[config.mk]
export PLATFORM = sky130hd
export DESIGN_NAME = tdm_demux14
export DESIGN_NICKNAME = d
export VERILOG_FILES = /design/src/rtl/tdm_demux14.sv
export SDC_FILE = /design/constraint.sdc
export NUM_CORES = 1
export LEC_CHECK = 0
export CORE_ASPECT_RATIO = 0.8
export CORE_MARGIN = 1.5
export CORE_UTILIZATION = 26
export DETAILED_ROUTE_END_ITERATION = 8
export GPL_ROUTABILITY_DRIVEN = 0
export PLACE_DENSITY = 0.44
export SLEW_MARGIN = 20
export SYNTH_ARGS = -nofsm -noshare
export SYNTH_HDL_FRONTEND = slang
export SYNTH_SLANG_ARGS = --single-unit
[constraint.sdc]
create_clock -name clk -period 2.53 [get_ports clk]
set_clock_uncertainty 0.15 [all_clocks]
set_input_delay 0.253 -clock clk [delete_from_list [all_inputs] [get_ports clk]]
set_output_delay 0.253 -clock clk [all_outputs]
set_load 0.01 [all_outputs]
[src/rtl/tdm_demux14.sv]
`default_nettype none
// ============================================================================
//  Module   : tdm_demux14
//  Purpose  : Receive end of the 4:1 TDM channel multiplexer. Locks to the
//             slot-0 frame marker, collects slots 0..2 in shadow registers and
//             presents a complete frame on y0..y3 when the slot-3 beat lands,
//             with a one-cycle frame_valid strobe. Framing violations raise a
//             one-cycle sync_err pulse.
//  Revision : 1.0  initial release
// ============================================================================
module tdm_demux14 #(
  parameter int WIDTH = 8
) (
  input  logic             clk,
  input  logic             rst,
  input  logic             en,
  input  logic             sync,
  input  logic [WIDTH-1:0] din,
  output logic [WIDTH-1:0] y0,
  output logic [WIDTH-1:0] y1,
  output logic [WIDTH-1:0] y2,
  output logic [WIDTH-1:0] y3,
  output logic             frame_valid,
  output logic             locked,
  output logic             sync_err
);

  localparam logic [0:0] c_SEARCH = 1'b0;
  localparam logic [0:0] c_LOCKED = 1'b1;

  logic [0:0]       state_q,  state_d;
  logic [1:0]       slot_q,   slot_d;
  logic [WIDTH-1:0] shadow0_q, shadow0_d;
  logic [WIDTH-1:0] shadow1_q, shadow1_d;
  logic [WIDTH-1:0] shadow2_q, shadow2_d;
  logic [WIDTH-1:0] y0_q, y0_d;
  logic [WIDTH-1:0] y1_q, y1_d;
  logic [WIDTH-1:0] y2_q, y2_d;
  logic [WIDTH-1:0] y3_q, y3_d;
  logic             frame_valid_q, frame_valid_d;
  logic             sync_err_q,    sync_err_d;
  logic             locked_q,      locked_d;

  // Next-state logic: everything holds unless a qualified beat arrives;
  // strobes default low so they last exactly one cycle.
  always_comb begin
    state_d       = state_q;
    slot_d        = slot_q;
    shadow0_d     = shadow0_q;
    shadow1_d     = shadow1_q;
    shadow2_d     = shadow2_q;
    y0_d          = y0_q;
    y1_d          = y1_q;
    y2_d          = y2_q;
    y3_d          = y3_q;
    frame_valid_d = 1'b0;
    sync_err_d    = 1'b0;

    if (en) begin
      if (state_q == c_SEARCH) begin
        // Only a marker beat can start a frame while searching.
        if (sync) begin
          shadow0_d = din;
          slot_d    = 2'd1;
          state_d   = c_LOCKED;
        end
      end else begin
        if (sync) begin
          // Marker anywhere but slot 0 means the partial frame is lost;
          // either way the beat becomes the new slot 0.
          sync_err_d = (slot_q != 2'd0);
          shadow0_d  = din;
          slot_d     = 2'd1;
        end else begin
          case (slot_q)
            2'd0: begin
              // Expected marker did not show up: drop lock.
              sync_err_d = 1'b1;
              state_d    = c_SEARCH;
              slot_d     = 2'd0;
            end
            2'd1: begin
              shadow1_d = din;
              slot_d    = 2'd2;
            end
            2'd2: begin
              shadow2_d = din;
              slot_d    = 2'd3;
            end
            default: begin
              // Slot 3 completes the frame; slot 3 goes straight to y3.
              y0_d          = shadow0_q;
              y1_d          = shadow1_q;
              y2_d          = shadow2_q;
              y3_d          = din;
              frame_valid_d = 1'b1;
              slot_d        = 2'd0;
            end
          endcase
        end
      end
    end

    locked_d = (state_d == c_LOCKED);
  end

  // State and output registers with asynchronous reset.
  always_ff @(posedge clk or posedge rst) begin
    if (rst) begin
      state_q       <= c_SEARCH;
      slot_q        <= 2'd0;
      shadow0_q     <= '0;
      shadow1_q     <= '0;
      shadow2_q     <= '0;
      y0_q          <= '0;
      y1_q          <= '0;
      y2_q          <= '0;
      y3_q          <= '0;
      frame_valid_q <= 1'b0;
      sync_err_q    <= 1'b0;
      locked_q      <= 1'b0;
    end else begin
      state_q       <= state_d;
      slot_q        <= slot_d;
      shadow0_q     <= shadow0_d;
      shadow1_q     <= shadow1_d;
      shadow2_q     <= shadow2_d;
      y0_q          <= y0_d;
      y1_q          <= y1_d;
      y2_q          <= y2_d;
      y3_q          <= y3_d;
      frame_valid_q <= frame_valid_d;
      sync_err_q    <= sync_err_d;
      locked_q      <= locked_d;
    end
  end

  assign y0          = y0_q;
  assign y1          = y1_q;
  assign y2          = y2_q;
  assign y3          = y3_q;
  assign frame_valid = frame_valid_q;
  assign sync_err    = sync_err_q;
  assign locked      = locked_q;

endmodule
`default_nettype wire

* After elaboration in Yosys (flattened, before gate mapping)
Cells that the tools add are included.
** Operators by class
- Bitwise gates (word level) :: 2
- Multiplexer cells :: 16
- Equality and inequality tests :: 2
- Reductions and logical operators :: 9
** Operators by type and width (number)
- 2-to-1 mux 1 bit :: 12
- AND reduction 4 bit :: 3
- 2-to-1 mux 2 bit :: 3
- one-hot mux 2 bit (2 select lines) :: 1
- AND reduction 2 bit :: 2
- nonzero test 2 bit :: 2
- OR reduction 3 bit :: 1
- equality test 2 x 1 -> 1 bit (second input constant) :: 1
- equality test 2 bit (second input constant) :: 1
- logical NOT 2 bit :: 1
- NOT 1 bit :: 2
** Word-level totals
- Logic and storage cells :: 40
- Flip-flop bits (word level) :: 61
- Output and inout port bits :: 35
- Input port bits :: 12

* Depth between registers and ports, before layout
Gate-level depths: netlist of the first run.
- Word-level depth :: 6
- Gate-level depth with buffers :: 4
- Mapped depth without buffers :: 4

* Worst setup path before layout of the first run
No wires, ideal clock.
- Path type :: flip-flop to flip-flop
- From :: register slot_q[0]
- To :: register y0_q[0], in the netlist y0[0]
- Clock period less this slack :: 1.507 ns
- Arrival :: 1.232 ns
- Buffers on the path :: 1
- Cell stages (with the launch flop) :: 5
- Slack :: 1.023 ns
- Cells stage by stage :: dfrtp_1 ha_1 nand4b_4 buf_6 mux2_4
** On the way
- Longest elaborated chain between the ends :: 4
- Elaborated cells between the ends (all ways) :: 6
** Ends and longest elaborated chain
- from (decl) :: line 32 : logic [1:0] slot_q, slot_d;
- from (signal assigned) :: line 124 : slot_q <= slot_d;
- equality test 2 bit (tied with other cells) :: line 75 : case (slot_q)
- OR reduction 3 bit (no source line) *
- NOT 1 bit (no source line) *
- AND reduction 4 bit (no source line) *
- to (signal assigned) :: line 128 : y0_q <= y0_d;
- to (decl) :: line 36 : logic [WIDTH-1:0] y0_q, y0_d;
Every way passes the cells marked *; elsewhere a longest branch is shown, timed or not.
A chain may end at the register's enable or synchronous reset.

* Worst setup path in the final report of the first run
- From :: register locked_q, in the netlist locked
- To :: output port locked
** RTL lines
- from (decl) :: line 42 : logic locked_q, locked_d;
- from (signal assigned) :: line 134 : locked_q <= locked_d;
- to (decl) :: line 24 : output logic locked,
No word-level cell between the ends.

==> out/qor.txt, run 1 <==
Cell accounting for the most synthesized area: dfrtp_1
Rows: 32
Status: completed
Async S/R FF share, synth: 100%
Clock Pin Slew Worst Setup and Hold Paths: 50 ps
CTS-repair resized insts: 0
DR DRC count: 0
Crit path max fanout: 11
Synth Flop Type: dfrtp_1
Crit path max-delay cell type: dfrtp_1
N_diodes: 0
Postcts setup bufs: 0
H-tree depth: 3
Grt met1 use: 14.0%
IO buf count: 46
Post-DP HPWL: 3270 um
Endpoints failing hold: 0
Layout cell share with drive strength beyond 1: 38.6%
RSZ-0062 raised after global routing: false
Drt via density: 4.15
CP peak stage delay: 640 ps
Largest net degree at the start of global routing: 33
Core Area: 0.00957 mm2
Period utilization: 79.1%
Sequential-to-total area share from yosys stat: 59.9%
Met2 Track Usage GR: 15.7%
Drt initial violations: 38
Post-Syn Area: 0.00255 mm2
Vias in the first global route: 1456
Initial DRT Pass Iterations: 3
FF-to-FF End: y3[7]
Clk buf depth: 2
Remaining antenna violation count: 0
First-pass GRT wire length: 8160 um
Routed vias: 1352
Critical Path Sink: locked
Worst EP arrival: 1600 ps
Worst setup path category: flop to output port
Comb pwr share: 33.3%
# setup viols final: 0
Drt wl/cell: 14.9 um
CP top delay family: flip-flops
Switching pwr: 1.08 mW
CP required: 2130 ps
Syn Nets: 165
R2R setup slack: 800 ps
Worst Setup Start Kind: flop
Ranking of synthesized cells by area: dfrtp_1, mux2_4, mux2_2
CP Depth: 1
Netlist cell types: 18
Sequential power share: 40.2%
Maxcap violations: 0
Initial antenna violation count: 0
Grt peak-use layer: met2
Die height: 91.6 um
Reg2Reg Launch Point: locked
Total overflow reported by the global router: 0
GRT Total Usage: 10.6%
Pwr Total: 4.10 mW
Worst hold path type: input port to asynchronous set/reset pin
Fillers: 917
M3 GR Usage: 4.47%
Total negative slack: 0 ps
CP cell instances: clkdlybuf4s50_1
Design internal power: 3.03 mW
Min Clock Period, post-route: 2000 ps
NumNets Final: 221
Clock share of power: 26.5%
Worst skew pair latency: 310 ps
IO Pins: 47
Syn-to-layout area delta: 34.4%
Worst-Margin Slew: 533 ps
Mean Syn Cell Area: 17.2 um2
Max-slew violations: 0
CTS sink count: 61
Total wire length: 4850 um
Worst setup EP type: output port
Most frequent cells in the layout: dfrtp_1, clkdlybuf4s50_1, mux2_4
Max_slew headroom: 64.4%
Pwr Density: 1200 mW/mm2
Hold_buf cts: 0
Cell count after synthesis: 148
Fmax: 500 MHz
DIE AREA: 0.0104 mm2
Maximum vdd drop: 0.346 mV
Ys Warns: 0
Number of flops mapped to enable cells by yosys: 0
CP Launch Point: locked
Buf+Inv Stages, Crit Path: 1
CTS tree: built
Commonest non-fill, non-tap cell in the layout: dfrtp_1
Pleak: 1.64 nW
Seq cells post-synth: 61
Sw Ratio: 26.2%
Clock root buffer: clkbuf_16
Reg2reg path depth: 3
Top-area cell type share of the netlist area: 59.9%
Initial Util: 26.6%
Die width: 114 um
TritonCTS Buffers: 9
[power groups by stage]
stage	Sequential [mW]	Combinational [mW]	Clock, mW
floorplan	1.71	0.672	0
global placement	1.68	1.37	0
detailed placement	1.67	1.39	0
CTS	1.66	1.39	1.12
global route	1.72	1.47	1.17
finish	1.65	1.37	1.09
[through the flow]
| step | setup slack (ps) | cells | cell area, um2 | utilization (%) | hold WS [ps] |
|---|---|---|---|---|---|
| 2_1_floorplan | 614 | 148 | 2550 | - | 252 |
| 3_3_place_gp | 492 | 312 | 3160 | 33.0 | 331 |
| 3_5_place_dp | 433 | 312 | 3160 | 33.0 | 336 |
| 4_1_cts | 499 | 326 | 3430 | 35.8 | 186 |
| 5_1_grt | 446 | 326 | 3430 | 35.8 | 222 |
| 6_report | 529 | 326 | 3430 | 35.8 | 163 |
[layer usage]
layer | vias to the layer above | part of all wire (%)
li1 | 637 | -
met1 | 682 | 48
met2 | 29 | 46
met3 | 4 | 4.6
met4 | 0 | 1.2
met5 | - | 0
[cell families after synthesis]
group           after synthesis  share of synthesized area, %
flops                        61                          59.9
mux                          56                          29.0
simple gates                 12                          4.81
buf+inv                      11                          3.09
fa+ha+maj                     5                          2.45
compound gates                3                         0.785
[how the worst min path moves through the flow]
stage / to / cells past startpoint / start
2_1_floorplan: y3[5] / 1 / din[5]
3_3_place_gp: y0[3] / 1 / shadow0_q[3]
3_5_place_dp: y2[0] / 1 / shadow2_q[0]
4_1_cts: shadow1_q[6] / 2 / rst
5_1_grt: shadow2_q[6] / 2 / rst
6_report: y0[4] / 2 / rst
[cell type report]
type / instances / area [um2] / share of cell area, %
Clock buffer: 12 / 256 / 7.48
Clock inverter: 2 / 10.0 / 0.292
Inverter: 5 / 18.8 / 0.547
Multi-Input combinational cell: 76 / 945 / 27.6
Sequential cell: 61 / 1530 / 44.5
Tap cell: 119 / 149 / 4.34
Timing Repair Buffer: 51 / 523 / 15.3
[cell usage after synthesis, types with 2 or more instances]
master	n
buf_6	4
nor2_1	2
buf_4	2
nor3_1	2
ha_1	5
mux2_4	29
inv_1	5
nand4b_4	3
dfrtp_1	61
mux2_2	27
[registers in the layout, indices dropped and copies added, names as in the netlist]
| register | cells |
|---|---|
| frame_valid | 1 |
| locked | 1 |
| shadow0_q | 8 |
| shadow1_q | 8 |
| shadow2_q | 8 |
| slot_q | 2 |
| sync_err | 1 |
| y0 | 8 |
| y1 | 8 |
| y2 | 8 |
| y3 | 8 |
Power figures use the tool's default switching activity.
==> run 2: changes to the inputs <==
==> constraint.sdc (replaced) <==
create_clock -name clk -period 1.88 [get_ports clk]
set_clock_uncertainty 0.15 [all_clocks]
set_input_delay 0.188 -clock clk [delete_from_list [all_inputs] [get_ports clk]]
set_output_delay 0.188 -clock clk [all_outputs]
set_load 0.01 [all_outputs]
==> run 2 against run 1 <==
Global-route usage down 0.19 points. Clock-buffer cell count unchanged. Hold slack better by 180 ps.
==> out/qor.txt, run 2 (same netlist as run 1, synthesis figures left out) <==
RSZ-0062 raised after global routing: false
Maximum vdd drop: 0.504 mV (+45%)
DR DRC count: 0 (unchanged)
Clock Pin Slew Worst Setup and Hold Paths: 50 ps (about the same)
Hold Crit Start: shadow0_q[3]
R2R setup slack: 200 ps (-600 ps)
Crit path max-delay cell type: dfrtp_1
Die width: 114 um (unchanged)
Crit path max fanout: 15 (+4)
NumNets Final: 224 (+1.4%)
FF-to-FF End: y1[3]
Fillers: 913 (-0.44%)
# setup viols final: 0 (unchanged)
Worst setup EP type: flop
H-tree depth: 3 (unchanged)
Most frequent cells in the layout: dfrtp_1, clkdlybuf4s50_1, mux2_4
TritonCTS Buffers: 9 (unchanged)
Final WS setup: 205 ps (-324 ps)
Worst skew pair latency: 320 ps (about the same)
Drt initial violations: 31 (-18%)
Total overflow reported by the global router: 0 (unchanged)
Fmax: 597 MHz
Worst Setup Start Kind: flop
Pleak: 1.66 nW (+1.4%)
Max-slew violations: 0 (unchanged)
Initial antenna violation count: 0 (unchanged)
Clock root buffer: clkbuf_16
Period utilization: 89.1%
Clk buf depth: 2 (unchanged)
Pre-CTS setup slack: 27.4 ps (-406 ps)
Total negative slack: 0 ps (unchanged)
IO Pins: 47 (unchanged)
CP cell instances: ha_1 -> nand4b_4 -> buf_12 -> mux2_4
Final core utilization: 36.3% (+0.52 points)
DIE AREA: 0.0104 mm2 (unchanged)
Vias in the first global route: 1421 (-2.4%)
Worst-Margin Slew: 294 ps (-240 ps)
Drt wl/cell: 14.7 um (-1.6%)
Endpoints failing hold: 0 (unchanged)
Syn-to-layout area delta: 36.4%
Total wire length: 4850 um (about the same)
GRT Total Usage: 10.4% (-0.19 points)
First-pass GRT wire length: 7890 um (-3.2%)
Pwr Density: 1610 mW/mm2 (+34%)
Commonest non-fill, non-tap cell in the layout: dfrtp_1
Min Clock Period, post-route: 1680 ps
Hold Worst Slack: 342 ps (+179 ps)
Hold Path End: y0[3]
Core Area: 0.00957 mm2 (unchanged)
Reg2reg path depth: 4 (+1)
Die height: 91.6 um (unchanged)
Worst EP arrival: 1730 ps (+130 ps)
N_diodes: 0 (unchanged)
Maxcap violations: 0 (unchanged)
Status: completed
Layout cell share with drive strength beyond 1: 39.6% (+0.98 points)
Worst hold path cell count: 1
CTS sink count: 61 (unchanged)
Worst setup path category: flop to flop
IO buf count: 46 (unchanged)
Largest net degree at the start of global routing: 55 (+67%)
Rows: 32 (unchanged)
Post-DP HPWL: 3230 um (-1.3%)
Max_slew headroom: 80.4% (+16 points)
CTS tree: built
CTS-repair resized insts: 0 (unchanged)
CP required: 1930 ps (-200 ps)
Reg2Reg Launch Point: slot_q[0]
Worst hold path type: flop to flop
Drt via density: 4.10 (-1.1%)
Initial DRT Pass Iterations: 4 (+1)
CP peak stage delay: 430 ps (-210 ps)
Pwr Total: 5.59 mW (+36%)
Remaining antenna violation count: 0 (unchanged)
Initial Util: 26.6% (unchanged)
Routed vias: 1358 (+0.44%)
run 2: cell count changes in the layout (fill, tap and decap cells not counted):
cell	change
buf_4	+1
clkinv_2	+1
dlygate4sd3_1	+1
buf_12	+1
clkinvlp_4	+1
run 2: stage by stage:
step	area (um2)	cells
after floorplan	2550	148
after detailed placement	3190	314
final	3480	331
after CTS	3480	331
after global routing	3480	331
after global placement	3190	314
run 2: layout make-up:
| type | count | area [um2] | area share, % |
|---|---|---|---|
| clock inverters | 4 | 22.5 | 0.647 |
| well taps | 119 | 149 | 4.28 |
| flip-flops and latches | 61 | 1530 | 43.9 |
| repair buffers | 54 | 561 | 16.1 |
| inverters | 5 | 18.8 | 0.540 |
| multi-input cells | 76 | 945 | 27.2 |
| clock buffers | 12 | 256 | 7.37 |
run 2: where the power goes:
part	switching (mW)	internal, mW
registers	0.322	1.87
logic	0.605	1.28
clock network	0.552	0.955
run 2: how the worst max path moves through the flow:
stage | from | to | slack [ps] | cells past startpoint
finish | slot_q[0] | y1[3] | 200 | 4
global route | slot_q[0] | y1[2] | 130 | 4
CTS | locked | locked | 180 | 1
detailed placement | en | shadow2_q[7] | 30 | 4
global placement | en | shadow2_q[6] | 40 | 4
floorplan | rst | frame_valid | 30 | 1
run 2: timing repair:
action / in CTS / in global routing
hold buffers: 1 / 0
endpoints found under the hold margin: 7 / 0
buffers inserted: 0 / 0
run 2: routing by layer:
metal | track usage, % | routed length (um)
met1 | 14.1 | 2420
met2 | 14.7 | 2210
met3 | 4.87 | 187
met4 | 3.13 | 35
met5 | 0 | 0
run 2: critical path: cells and delay by family, from the launching register on:
family / cells / cell delay, ps
buffers and inverters: 1 / 240
muxes: 1 / 300
adders and majority gates: 1 / 220
and+or+nand+nor: 1 / 210
DFF: 1 / 430
==> run 3: changes to the inputs <==
--- a/config.mk
+++ b/config.mk
@@ -10,6 +10,7 @@
 export CORE_UTILIZATION = 26
 export DETAILED_ROUTE_END_ITERATION = 8
 export GPL_ROUTABILITY_DRIVEN = 0
+export HOLD_SLACK_MARGIN = 0.05
 export PLACE_DENSITY = 0.44
 export SLEW_MARGIN = 20
 export SYNTH_ARGS = -nofsm -noshare
==> results of run 3 <==
No change in the layout: final DEF, timing and power equal those of run 2.
